### src/rtl/sequenciador_rodadas_pkg.sv
// Shared constants for the memory-game round sequencer: state codes, configuracao bit
// positions and display width. TIMEOUT_JOGADA_EN selects whether the per-jogada timeout exists.
package sequenciador_rodadas_pkg;

    localparam int LARGURA_DISPLAY = 4;

    localparam int CFG_MODO    = 0;
    localparam int CFG_TIMEOUT = 1;

    localparam logic [3:0] EST_INICIAL         = 4'b0000;
    localparam logic [3:0] EST_PREPARACAO      = 4'b0001;
    localparam logic [3:0] EST_INICIA_RODADA   = 4'b0010;
    localparam logic [3:0] EST_MOSTRA_LED      = 4'b0011;
    localparam logic [3:0] EST_PROXIMO_LED     = 4'b0100;
    localparam logic [3:0] EST_MOSTRA_APAGADO  = 4'b0101;
    localparam logic [3:0] EST_ZERA_ENDERECO   = 4'b0110;
    localparam logic [3:0] EST_ESPERA_JOGADA   = 4'b0111;
    localparam logic [3:0] EST_REGISTRA        = 4'b1000;
    localparam logic [3:0] EST_COMPARACAO      = 4'b1001;
    localparam logic [3:0] EST_PROXIMA_JOGADA  = 4'b1010;
    localparam logic [3:0] EST_PREPARA_ESCRITA = 4'b1011;
    localparam logic [3:0] EST_FIM_GANHOU      = 4'b1100;
    localparam logic [3:0] EST_ESPERA_NOVA     = 4'b1101;
    localparam logic [3:0] EST_FIM_PERDEU      = 4'b1110;
    localparam logic [3:0] EST_FIM_TIMEOUT     = 4'b1111;

`ifdef TIMEOUT_JOGADA_EN
    localparam logic TIMEOUT_PRESENTE = 1'b1;
`else
    localparam logic TIMEOUT_PRESENTE = 1'b0;
`endif

    function automatic logic estado_final(input logic [3:0] estado);
        return (estado == EST_FIM_GANHOU) || (estado == EST_FIM_PERDEU) ||
               (estado == EST_FIM_TIMEOUT);
    endfunction

endpackage

### src/rtl/sequenciador_rodadas_if.sv
// Game-side bus of the round sequencer: top-level controls, pattern RAM port and display.
// The slave modport is the sequencer's view; master is the surrounding system's view.
interface sequenciador_rodadas_if #(
    parameter int ADDR_W = 4
);
    import sequenciador_rodadas_pkg::*;

    logic                       jogar;
    logic [1:0]                 configuracao;
    logic [LARGURA_DISPLAY-1:0] botoes;
    logic [LARGURA_DISPLAY-1:0] mem_dado;
    logic [ADDR_W-1:0]          mem_endereco;
    logic                       mem_we;
    logic [LARGURA_DISPLAY-1:0] mem_escrita;
    logic [LARGURA_DISPLAY-1:0] leds;
    logic                       ganhou;
    logic                       perdeu;
    logic                       timeout;
    logic                       pronto;
    logic [3:0]                 db_estado;

    modport master (
        output jogar, configuracao, botoes, mem_dado,
        input  mem_endereco, mem_we, mem_escrita, leds, ganhou, perdeu, timeout, pronto,
               db_estado
    );

    modport slave (
        input  jogar, configuracao, botoes, mem_dado,
        output mem_endereco, mem_we, mem_escrita, leds, ganhou, perdeu, timeout, pronto,
               db_estado
    );

endinterface

### src/rtl/sequenciador_rodadas_detector_jogada.sv
// Turns the synchronised one-hot buttons into a single-cycle jogada_feita pulse on the
// rising edge of "any button pressed"; a held button yields exactly one pulse.
module sequenciador_rodadas_detector_jogada
    import sequenciador_rodadas_pkg::*;
(
    input  logic                       clock,
    input  logic                       reset,
    input  logic [LARGURA_DISPLAY-1:0] i_botoes,
    output logic                       o_jogada_feita
);

    logic w_algum;
    logic r_algum_ant;

    assign w_algum = |i_botoes;

    // Remembers whether any button was down in the previous cycle.
    always_ff @(posedge clock) begin
        if (!reset) begin
            r_algum_ant <= 1'b0;
        end else begin
            r_algum_ant <= w_algum;
        end
    end

    assign o_jogada_feita = w_algum & ~r_algum_ant;

endmodule

### src/rtl/sequenciador_rodadas.sv
// Memory-game control unit: shows the stored pattern, checks each jogada against the RAM and
// appends one player-entered element per round. TIMEOUT_JOGADA_EN adds the per-jogada timeout.
module sequenciador_rodadas
    import sequenciador_rodadas_pkg::*;
#(
    parameter int ADDR_W         = 4,
    parameter int N_RODADAS_FULL = 16,
    parameter int N_RODADAS_DEMO = 4,
    parameter int TEMPO_LED      = 1000,
    parameter int TEMPO_APAGADO  = 500,
    parameter int TEMPO_TIMEOUT  = 5000
) (
    input  logic                 clock,
    input  logic                 reset,
    sequenciador_rodadas_if.slave bus
);

    localparam int TEMPO_EXIB = (TEMPO_LED > TEMPO_APAGADO) ? TEMPO_LED : TEMPO_APAGADO;
    localparam int TEMPO_MAX  = (TEMPO_TIMEOUT > TEMPO_EXIB) ? TEMPO_TIMEOUT : TEMPO_EXIB;
    localparam int CONT_W     = $clog2(TEMPO_MAX + 1);

    localparam logic [CONT_W-1:0] FIM_LED     = CONT_W'(TEMPO_LED - 1);
    localparam logic [CONT_W-1:0] FIM_APAGADO = CONT_W'(TEMPO_APAGADO - 1);
    localparam logic [CONT_W-1:0] FIM_TIMEOUT = CONT_W'(TEMPO_TIMEOUT - 1);

    logic [3:0]                 r_estado;
    logic [CONT_W-1:0]          r_cont;
    logic [ADDR_W-1:0]          r_rodada;
    logic [ADDR_W-1:0]          r_endereco;
    logic [LARGURA_DISPLAY-1:0] r_jogada;
    logic                       r_modo;
    logic                       r_timeout_hab;
    logic                       r_mem_we;
    logic [LARGURA_DISPLAY-1:0] r_mem_escrita;

    logic [3:0]        w_prox;
    logic              w_conta;
    logic              w_jogada_feita;
    logic              w_expira;
    logic [ADDR_W-1:0] w_ultima;

    sequenciador_rodadas_detector_jogada u_detector (
        .clock          (clock),
        .reset          (reset),
        .i_botoes       (bus.botoes),
        .o_jogada_feita (w_jogada_feita)
    );

    assign w_ultima = r_modo ? ADDR_W'(N_RODADAS_DEMO - 1) : ADDR_W'(N_RODADAS_FULL - 1);
    assign w_expira = TIMEOUT_PRESENTE && r_timeout_hab && (r_cont == FIM_TIMEOUT);

    // Selects which states advance the shared cycle counter.
    always_comb begin
        w_conta = 1'b0;
        case (r_estado)
            EST_MOSTRA_LED, EST_MOSTRA_APAGADO: w_conta = 1'b1;
`ifdef TIMEOUT_JOGADA_EN
            EST_ESPERA_JOGADA, EST_ESPERA_NOVA: w_conta = 1'b1;
`endif
            default:                            w_conta = 1'b0;
        endcase
    end

    // Next-state logic; a jogada in the same cycle as timer expiry takes precedence.
    always_comb begin
        w_prox = r_estado;
        case (r_estado)
            EST_INICIAL:         w_prox = bus.jogar ? EST_PREPARACAO : EST_INICIAL;
            EST_PREPARACAO:      w_prox = EST_INICIA_RODADA;
            EST_INICIA_RODADA:   w_prox = EST_MOSTRA_LED;
            EST_MOSTRA_LED:      w_prox = (r_cont == FIM_LED) ? EST_MOSTRA_APAGADO : EST_MOSTRA_LED;
            EST_MOSTRA_APAGADO: begin
                if (r_cont != FIM_APAGADO) begin
                    w_prox = EST_MOSTRA_APAGADO;
                end else if (r_endereco == r_rodada) begin
                    w_prox = EST_ZERA_ENDERECO;
                end else begin
                    w_prox = EST_PROXIMO_LED;
                end
            end
            EST_PROXIMO_LED:     w_prox = EST_MOSTRA_LED;
            EST_ZERA_ENDERECO:   w_prox = EST_ESPERA_JOGADA;
            EST_ESPERA_JOGADA, EST_ESPERA_NOVA: begin
                if (w_jogada_feita) begin
                    w_prox = (r_estado == EST_ESPERA_JOGADA) ? EST_REGISTRA : EST_INICIA_RODADA;
                end else if (w_expira) begin
                    w_prox = EST_FIM_TIMEOUT;
                end else begin
                    w_prox = r_estado;
                end
            end
            EST_REGISTRA:        w_prox = EST_COMPARACAO;
            EST_COMPARACAO: begin
                if (r_jogada != bus.mem_dado) begin
                    w_prox = EST_FIM_PERDEU;
                end else if (r_endereco != r_rodada) begin
                    w_prox = EST_PROXIMA_JOGADA;
                end else if (r_rodada == w_ultima) begin
                    w_prox = EST_FIM_GANHOU;
                end else begin
                    w_prox = EST_PREPARA_ESCRITA;
                end
            end
            EST_PROXIMA_JOGADA:  w_prox = EST_ESPERA_JOGADA;
            EST_PREPARA_ESCRITA: w_prox = EST_ESPERA_NOVA;
            EST_FIM_GANHOU, EST_FIM_PERDEU, EST_FIM_TIMEOUT:
                                 w_prox = bus.jogar ? EST_PREPARACAO : r_estado;
            default:             w_prox = EST_INICIAL;
        endcase
    end

    // State, counter, round/address bookkeeping and the registered write port.
    always_ff @(posedge clock) begin
        if (!reset) begin
            r_estado      <= EST_INICIAL;
            r_cont        <= '0;
            r_rodada      <= '0;
            r_endereco    <= '0;
            r_jogada      <= '0;
            r_modo        <= 1'b0;
            r_timeout_hab <= 1'b0;
            r_mem_we      <= 1'b0;
            r_mem_escrita <= '0;
        end else begin
            r_estado <= w_prox;
            r_mem_we <= 1'b0;
            if (w_prox != r_estado) begin
                r_cont <= '0;
            end else if (w_conta) begin
                r_cont <= r_cont + CONT_W'(1);
            end
            case (r_estado)
                EST_PREPARACAO: begin
                    r_rodada      <= '0;
                    r_endereco    <= '0;
                    r_jogada      <= '0;
                    r_mem_escrita <= '0;
                    r_modo        <= bus.configuracao[CFG_MODO];
                    r_timeout_hab <= bus.configuracao[CFG_TIMEOUT];
                end
                EST_INICIA_RODADA, EST_ZERA_ENDERECO: r_endereco <= '0;
                EST_PROXIMO_LED, EST_PROXIMA_JOGADA:  r_endereco <= r_endereco + ADDR_W'(1);
                EST_REGISTRA:                         r_jogada   <= bus.botoes;
                EST_PREPARA_ESCRITA:                  r_endereco <= r_rodada + ADDR_W'(1);
                EST_ESPERA_NOVA: begin
                    if (w_jogada_feita) begin
                        r_mem_we      <= 1'b1;
                        r_mem_escrita <= bus.botoes;
                        r_rodada      <= r_rodada + ADDR_W'(1);
                    end
                end
                default: ;
            endcase
        end
    end

    assign bus.leds         = (r_estado == EST_MOSTRA_LED) ? bus.mem_dado : '0;
    assign bus.ganhou       = (r_estado == EST_FIM_GANHOU);
    assign bus.perdeu       = (r_estado == EST_FIM_PERDEU);
`ifdef TIMEOUT_JOGADA_EN
    assign bus.timeout      = (r_estado == EST_FIM_TIMEOUT);
`else
    assign bus.timeout      = 1'b0;
`endif
    assign bus.pronto       = estado_final(r_estado);
    assign bus.db_estado    = r_estado;
    assign bus.mem_endereco = r_endereco;
    assign bus.mem_we       = r_mem_we;
    assign bus.mem_escrita  = r_mem_escrita;

endmodule

### src/flat_wrapper.sv
// flat-port wrapper written by rule: the top's interface ports become plain ports
module sequenciador_rodadas_flat import sequenciador_rodadas_pkg::*;
#(
    parameter int ADDR_W         = 4,
    parameter int N_RODADAS_FULL = 16,
    parameter int N_RODADAS_DEMO = 4,
    parameter int TEMPO_LED      = 1000,
    parameter int TEMPO_APAGADO  = 500,
    parameter int TEMPO_TIMEOUT  = 5000
)
  (clock, reset, bus_jogar, bus_configuracao, bus_botoes, bus_mem_dado, bus_mem_endereco, bus_mem_we, bus_mem_escrita, bus_leds, bus_ganhou, bus_perdeu, bus_timeout, bus_pronto, bus_db_estado);
  sequenciador_rodadas_if #(.ADDR_W(ADDR_W)) bus_i ();
  input  logic clock;
  input  logic reset;
  input wire logic [$bits(bus_i.jogar)-1:0] bus_jogar;
  input wire logic [$bits(bus_i.configuracao)-1:0] bus_configuracao;
  input wire logic [$bits(bus_i.botoes)-1:0] bus_botoes;
  input wire logic [$bits(bus_i.mem_dado)-1:0] bus_mem_dado;
  output wire logic [$bits(bus_i.mem_endereco)-1:0] bus_mem_endereco;
  output wire logic [$bits(bus_i.mem_we)-1:0] bus_mem_we;
  output wire logic [$bits(bus_i.mem_escrita)-1:0] bus_mem_escrita;
  output wire logic [$bits(bus_i.leds)-1:0] bus_leds;
  output wire logic [$bits(bus_i.ganhou)-1:0] bus_ganhou;
  output wire logic [$bits(bus_i.perdeu)-1:0] bus_perdeu;
  output wire logic [$bits(bus_i.timeout)-1:0] bus_timeout;
  output wire logic [$bits(bus_i.pronto)-1:0] bus_pronto;
  output wire logic [$bits(bus_i.db_estado)-1:0] bus_db_estado;
  assign bus_i.jogar = bus_jogar;
  assign bus_i.configuracao = bus_configuracao;
  assign bus_i.botoes = bus_botoes;
  assign bus_i.mem_dado = bus_mem_dado;
  assign bus_mem_endereco = bus_i.mem_endereco;
  assign bus_mem_we = bus_i.mem_we;
  assign bus_mem_escrita = bus_i.mem_escrita;
  assign bus_leds = bus_i.leds;
  assign bus_ganhou = bus_i.ganhou;
  assign bus_perdeu = bus_i.perdeu;
  assign bus_timeout = bus_i.timeout;
  assign bus_pronto = bus_i.pronto;
  assign bus_db_estado = bus_i.db_estado;
  sequenciador_rodadas #(.ADDR_W(ADDR_W), .N_RODADAS_FULL(N_RODADAS_FULL), .N_RODADAS_DEMO(N_RODADAS_DEMO), .TEMPO_LED(TEMPO_LED), .TEMPO_APAGADO(TEMPO_APAGADO), .TEMPO_TIMEOUT(TEMPO_TIMEOUT)) u_core (.clock(clock), .reset(reset), .bus(bus_i));
endmodule
### config.mk
export PLATFORM = sky130hd
export DESIGN_NAME = sequenciador_rodadas_flat
export DESIGN_NICKNAME = d
export VERILOG_FILES = /design/src/rtl/sequenciador_rodadas_pkg.sv /design/src/rtl/sequenciador_rodadas_if.sv /design/src/rtl/sequenciador_rodadas_detector_jogada.sv /design/src/rtl/sequenciador_rodadas.sv /design/src/flat_wrapper.sv
export SDC_FILE = /design/constraint.sdc
export NUM_CORES = 1
export LEC_CHECK = 0
export CAP_MARGIN = 20
export CORE_UTILIZATION = 60
export CTS_CLUSTER_SIZE = 12
export DETAILED_ROUTE_END_ITERATION = 10
export PLACE_DENSITY = 0.86
export SYNTH_ARGS = -nofsm -noshare
export SYNTH_HDL_FRONTEND = slang
export SYNTH_SLANG_ARGS = --single-unit
### constraint.sdc
create_clock -name clock -period 5 [get_ports clock]
set_input_delay 0.5 -clock clock [delete_from_list [all_inputs] [get_ports clock]]
set_output_delay 0.5 -clock clock [all_outputs]
set_load 0.03 [all_outputs]
==> results by group, run 1 <==
Yosys
  • Cell area after synthesis: 0.00260 mm2
  • Synth Register Bits: 36
  • Area contributors post-synth: dfxtp_1, xnor2_1, nor4_2, nor2b_1, nand2_1
  • Syn Area/Cell: 8.34 um2
  • Library cells used by synthesis: 67
  • Ys Warns: 0
  • Post-synth EDFFs: 0
  • Leading area contributor after synthesis: dfxtp_1
  • Synthesized instance count: 312
  • Syn_nets: 328
  • Top-area cell type share of the netlist area: 0.277
  • Sequential share of the synthesized area: 0.277
  • Main synth FF type: dfxtp_1
  • FFs w/ async S/R, synth: 0

Clock network
  • Latest clock arrival within the worst-skew pair: 0.29 ns
  • Total clock sinks: 36
  • Post-CTS Hold Fix Bufs: 0
  • Root Buffer: clkbuf_8
  • CTS buffer count: 5
  • Post-CTS setup buffers: 0
  • Post_cts resized: 0
  • Clock Tree Buf Depth: 2
  • CTS tree: yes
  • H-tree depth: 2
  • Clk pin slew, worst setup/hold paths: 0.07 ns

Critical path
  • Worst setup path endpoint: bus_leds[0]
  • Startpoint Class: register
  • Flop2flop setup slack: 2.20 ns
  • R2r worst-path depth: 7
  • Critical Path RT: 4.50 ns
  • WP data arrival: 2.51 ns
  • WS Path Type: register to output pin
  • Crit end category: output pin
  • CP Max Fanout: 31
  • RR Endpoint: u_core.r_cont[4]
  • CP startpoint: u_core.bus.db_estado[0]
  • Reg-to-Reg Start: u_core.bus.db_estado[0]

STA
  • Final setup fails: 0
  • RSZ-0062 raised after global routing: no
  • TNS Setup: 0 ns
  • Relative slew slack: 0.349
  • Max frequency: 332 MHz
  • Actual slew at the worst max-slew pin: 0.975 ns
  • Crit path time final: 3.01 ns
  • Final Skew: 0.00520 ns
  • Final Hold Vio Count: 0
  • Final Slew Violations: 0
  • Final period util: 0.602

Layout
  • Nets: 349
  • Synthesis-to-layout area growth: 14.6%
  • Non-Filler Instances: 383
  • Ant. Diodes: 0
  • Final Util: 0.729
  • Layout cells sized above 1: 0.108
  • Final std cell area, no fill: 0.00298 mm2

Placement
  • Placed insts: 374
  • IO Port Bufs: 31
  • DPL Wire Length: 4.31 mm
  • Routability cong.: 0.904
  • Placed instance area: 0.00289 mm2

Floorplanning
  • Chip width: 67.8 um
  • Num rows: 23
  • # IOs: 34
  • Die Span Y: 67.8 um
  • Die area: 0.00460 mm2
  • Initial Utilization: 0.637
  • Core area: 0.00409 mm2

Drt
  • Post-route ant nets: 0
  • Total Routed Length: 6.21 mm
  • TritonRoute pass-1 iters: 4
  • Drt wl/cell: 16.2 um
  • DR vias/cell: 6.28
  • Initial DRC count: 201
  • Drt drc: 0
  • Via count: 2,405

Global routing
  • Total gr overflow: 0
  • Largest net degree at the start of global routing: 41
  • GRT Util Overall: 0.288
  • Global-route wire length before repair: 10.1 mm
  • Initial antenna violation count: 0
  • Number of global-route vias before repair: 2,127

Pwr
  • Lkg Pwr: 0.957 nW
  • IR drop worst, VDD: 0.169 mV
  • Power Density: 251 mW/mm2

Outcome
  • Run status: completed

Min path
  • Hold WC Path Type: register to register

Run
  • Max Cap Viol: 0
[placed cells by master, fill, tap and decap left out, types with 4 or more instances in the layout]
cell / count
a21boi_0: 5
a21oi_1: 8
a22oi_1: 5
a31oi_1: 4
and2_1: 12
buf_4: 4
clkbuf_8: 5
clkdlybuf4s50_1: 31
dfxtp_1: 36
inv_1: 4
nand2_1: 22
nand2b_1: 8
nand3_1: 13
nand4_1: 4
nor2_1: 18
nor2b_1: 17
nor3_1: 10
nor4_1: 4
nor4_2: 11
o21ai_0: 12
or3_1: 13
xnor2_1: 16
xor2_1: 9
[worst max-delay path, cell delays in order, from the launching register on]
cell	delay (ns)
dfxtp_1	0.96
and4bb_2	0.43
and2_1	0.16
clkdlybuf4s50_1	0.67
[per-stage QoR]
step	hold WS [ns]	setup WS [ns]	total power, mW
finish	0.467	1.99	0.748
global route	0.509	1.84	0.787
CTS	0.468	1.98	0.742
detailed placement	0.460	1.68	0.547
global placement	0.454	1.76	0.544
floorplan	0.482	2.62	0.495
[cell families after synthesis]
family          count (synthesis)  share of synthesized area
simple gates                  157                      0.391
compound gates                 59                      0.163
xor+xnor                       26                     0.0904
mux                             3                     0.0115
flops                          36                      0.277
fa+ha+maj                       3                     0.0144
other cells                     1                    0.00144
buf+inv                        27                     0.0510
[Yosys cell counts (all sizes together), types with 5 or more instances]
master,count
and2,12
o21ai,12
a22oi,5
a21boi,5
clkbuf,10
or3,13
nor4,17
nand2b,8
xnor2,16
nor2b,17
nor3,11
nor2,18
nand2,22
dfxtp,36
a21oi,8
xor2,10
buf,13
nand3,13
[sequential cells by signal (all words and copies together), names as in the netlist]
signal,flops
u_core.r_cont,13
u_core.bus.db_estado,4
u_core.bus.mem_endereco,4
u_core.bus.mem_escrita,4
u_core.r_jogada,4
u_core.r_rodada,4
u_core.bus.mem_we,1
u_core.r_modo,1
u_core.u_detector.r_algum_ant,1
[worst min-delay path by stage]
stage | slack, ns | startpoint | cells past startpoint | to
6_report | 0.47 | u_core.bus.mem_escrita[0] | 2 | u_core.bus.mem_escrita[0]
5_1_grt | 0.51 | u_core.bus.mem_escrita[3] | 2 | u_core.bus.mem_escrita[3]
4_1_cts | 0.47 | u_core.bus.mem_escrita[0] | 2 | u_core.bus.mem_escrita[0]
3_5_place_dp | 0.46 | u_core.bus.mem_escrita[3] | 2 | u_core.bus.mem_escrita[3]
3_3_place_gp | 0.45 | u_core.bus.mem_escrita[0] | 2 | u_core.bus.mem_escrita[0]
2_1_floorplan | 0.48 | u_core.r_rodada[1] | 2 | u_core.r_rodada[1]
[report_power, final]
group          internal (mW)  total (mW)  switching (mW)
Clock                 0.0947       0.196           0.101
Sequential             0.294       0.324          0.0299
Combinational         0.0906       0.227           0.137
Total                  0.480       0.748           0.268
[cell type report]
type | instances | area (um2)
multi-input combinational | 249 | 1750
fill | 346 | 1110
sequential | 36 | 721
timing repair buffer | 37 | 357
clock buffer | 6 | 72.6
tap | 50 | 62.6
inverter | 4 | 15.0
clock inverter | 1 | 5.00
[metal layers]
metal  GRT usage  routed length (um)  share of wire  vias up
met2       0.455                3010           0.48       61
met3      0.0567                 239          0.038        6
met4       0.117                  63          0.010        0
met5           0                   0              0        -
met1       0.383                2900           0.47     1150
li1            -                   -              -     1188
No activity file was read; power rests on OpenSTA's default activity.
==> run 2, diff against run 1 <==
- CORE_UTILIZATION: 60 -> 56
- PLACE_DENSITY: 0.86 -> 0.81
- clock period: 5 -> 2.85 ns (I/O delays scaled with it)
==> results by group, run 2 (same netlist as run 1, synthesis figures left out) <==
Outcome
  • Run status: completed

Layout
  • Final std cell area, no fill: 0.00305 mm2 (+2.2%)
  • Max reg flops: 13 (unchanged)
  • Ant. Diodes: 0 (unchanged)
  • Most frequent cells in the layout: dfxtp_1, clkdlybuf4s50_1, nand2_1
  • Most flops, register: u_core.r_cont
  • Layout cells sized above 1: 0.127 (+0.0187)
  • Nets: 355 (+1.7%)
  • Most common cell after layout, fill and taps aside: dfxtp_1
  • Synthesis-to-layout area growth: 17.1%

Pwr
  • Lkg Pwr: 0.997 nW (+4.2%)
  • IR drop worst, VDD: 0.300 mV (+77%)
  • Power Density: 451 mW/mm2 (+80%)

Floorplanning
  • Num rows: 24 (+4.3%)
  • Chip width: 70.2 um (+3.4%)
  • Initial Utilization: 0.589 (-0.0473)
  • # IOs: 34 (unchanged)
  • Die area: 0.00492 mm2 (+6.9%)
  • Die Span Y: 70.2 um (+3.4%)
  • Core area: 0.00441 mm2 (+8.0%)

Drt
  • Total Routed Length: 6.16 mm (-0.79%)
  • TritonRoute pass-1 iters: 4 (unchanged)
  • Initial DRC count: 147 (-27%)
  • Drt wl/cell: 15.8 um (-2.8%)
  • Via count: 2,405 (unchanged)
  • Post-route ant nets: 0 (unchanged)
  • DR vias/cell: 6.15 (-2.0%)
  • Drt drc: 0 (unchanged)

Critical path
  • Critical-path top delay cell: dfxtp_1
  • CP cell instances: and4bb_2 > and2_1 > clkdlybuf4s50_1
  • Crit end category: output pin
  • Startpoint Class: register
  • R2r worst-path depth: 7 (unchanged)
  • Crit path largest cell delay: 0.73 ns (-0.23 ns)
  • WP data arrival: 2.23 ns (-0.28 ns)
  • WS Path Type: register to output pin
  • Reg-to-Reg Start: u_core.bus.db_estado[0]
  • RR Endpoint: u_core.r_cont[1]
  • Top cell family by delay on the critical path: flip-flops
  • CP Max Fanout: 19 (-39%)
  • Flop2flop setup slack: 0.45 ns (-1.75 ns)
  • WP buf/inv: 1 (unchanged)
  • Critical Path RT: 2.57 ns (-1.93 ns)

STA
  • Final Slew Violations: 0 (unchanged)
  • TNS Setup: 0 ns (unchanged)
  • Max frequency: 398 MHz
  • Final setup fails: 0 (unchanged)
  • Final Hold Vio Count: 0 (unchanged)
  • Crit path time final: 2.51 ns
  • Relative slew slack: 0.571 (+0.222)
  • Final period util: 0.881
  • RSZ-0062 raised after global routing: no
  • Actual slew at the worst max-slew pin: 0.643 ns (-0.333 ns)
  • Final Skew: 0.00549 ns (+0.000285 ns)

Run
  • Max Cap Viol: 0 (unchanged)

Clock network
  • Post-CTS Hold Fix Bufs: 0 (unchanged)
  • Post-CTS setup buffers: 0 (unchanged)
  • Post_cts resized: 0 (unchanged)
  • H-tree depth: 2 (unchanged)
  • Latest clock arrival within the worst-skew pair: 0.29 ns (about the same)
  • Total clock sinks: 36 (unchanged)
  • Root Buffer: clkbuf_8
  • Clk pin slew, worst setup/hold paths: 0.07 ns (about the same)
  • CTS buffer count: 5 (unchanged)
  • Clock Tree Buf Depth: 2 (unchanged)
  • CTS tree: yes

Global routing
  • Number of global-route vias before repair: 2,291 (+7.7%)
  • Largest net degree at the start of global routing: 38 (-7.3%)
  • Total gr overflow: 0 (unchanged)
  • Global-route wire length before repair: 10.6 mm (+5.8%)
  • Initial antenna violation count: 0 (unchanged)
  • GRT Util Overall: 0.266 (-0.0219)

Min path
  • WHS Path Cells: 2 (unchanged)
  • Hold WC Path Type: register to register
  • Hold Path End: u_core.bus.mem_escrita[0]
  • Min-delay src: u_core.bus.mem_escrita[0]

Placement
  • Placed instance area: 0.00295 mm2 (+2.2%)
  • IO Port Bufs: 31 (unchanged)
  • Routability cong.: 0.855 (-5.5%)
  • DPL Wire Length: 4.37 mm (+1.5%)
==> run 2: how the worst max path moves through the flow <==
stage / startpoint / cells past startpoint / slack [ns] / endpoint
2_1_floorplan: u_core.bus.db_estado[0] / 9 / 0.66 / u_core.r_cont[0]
3_3_place_gp: bus_botoes[0] / 8 / 0.26 / u_core.r_cont[6]
3_5_place_dp: bus_botoes[0] / 8 / 0.22 / u_core.r_cont[1]
4_1_cts: u_core.bus.db_estado[1] / 3 / 0.34 / bus_leds[3]
5_1_grt: u_core.bus.db_estado[0] / 7 / 0.19 / u_core.r_cont[6]
6_report: u_core.bus.db_estado[1] / 3 / 0.34 / bus_leds[3]
==> run 2: per-stage QoR <==
stage	setup slack [ns]	total power [mW]	instances	hold WS, ns	util
5_1_grt	0.189	1.44	391	0.508	0.690
2_1_floorplan	0.661	0.868	312	0.439	-
3_3_place_gp	0.259	0.979	384	0.453	0.668
4_1_cts	0.339	1.38	391	0.468	0.690
6_report	0.338	1.37	391	0.467	0.690
3_5_place_dp	0.216	0.985	384	0.460	0.668
==> run 2: final cells by class <==
class                      count  area [um2]
multi-input combinational    249        1750
sequential                    36         721
tap                           52        65.1
clock buffer                   7        96.3
timing repair buffer          43         400
inverter                       4        15.0
fill                         356        1370
==> run 2: layer usage <==
metal  vias up  share of wire  GRT usage
met3         7          0.043     0.0418
met4         0          0.012     0.0822
met1      1148           0.45      0.349
li1       1193              -          -
met2        57           0.50      0.449
met5         -              0          0
==> run 2: power breakdown <==
part	internal (mW)	total [mW]	switching (mW)	leakage, nW
registers	0.517	0.558	0.0416	0.291
logic	0.168	0.419	0.251	0.656
clock network	0.215	0.395	0.180	0.0503
total	0.900	1.37	0.472	0.997
==> run 2: worst reg2reg max path, stage by stage (launching register included) <==
cell and delay (ns):
dfxtp_1 0.66, nor2b_1 0.40, nand3_1 0.23, o2111ai_1 0.27
a311oi_2 0.09, xnor2_1 0.15, buf_4 0.23, nor4_2 0.28
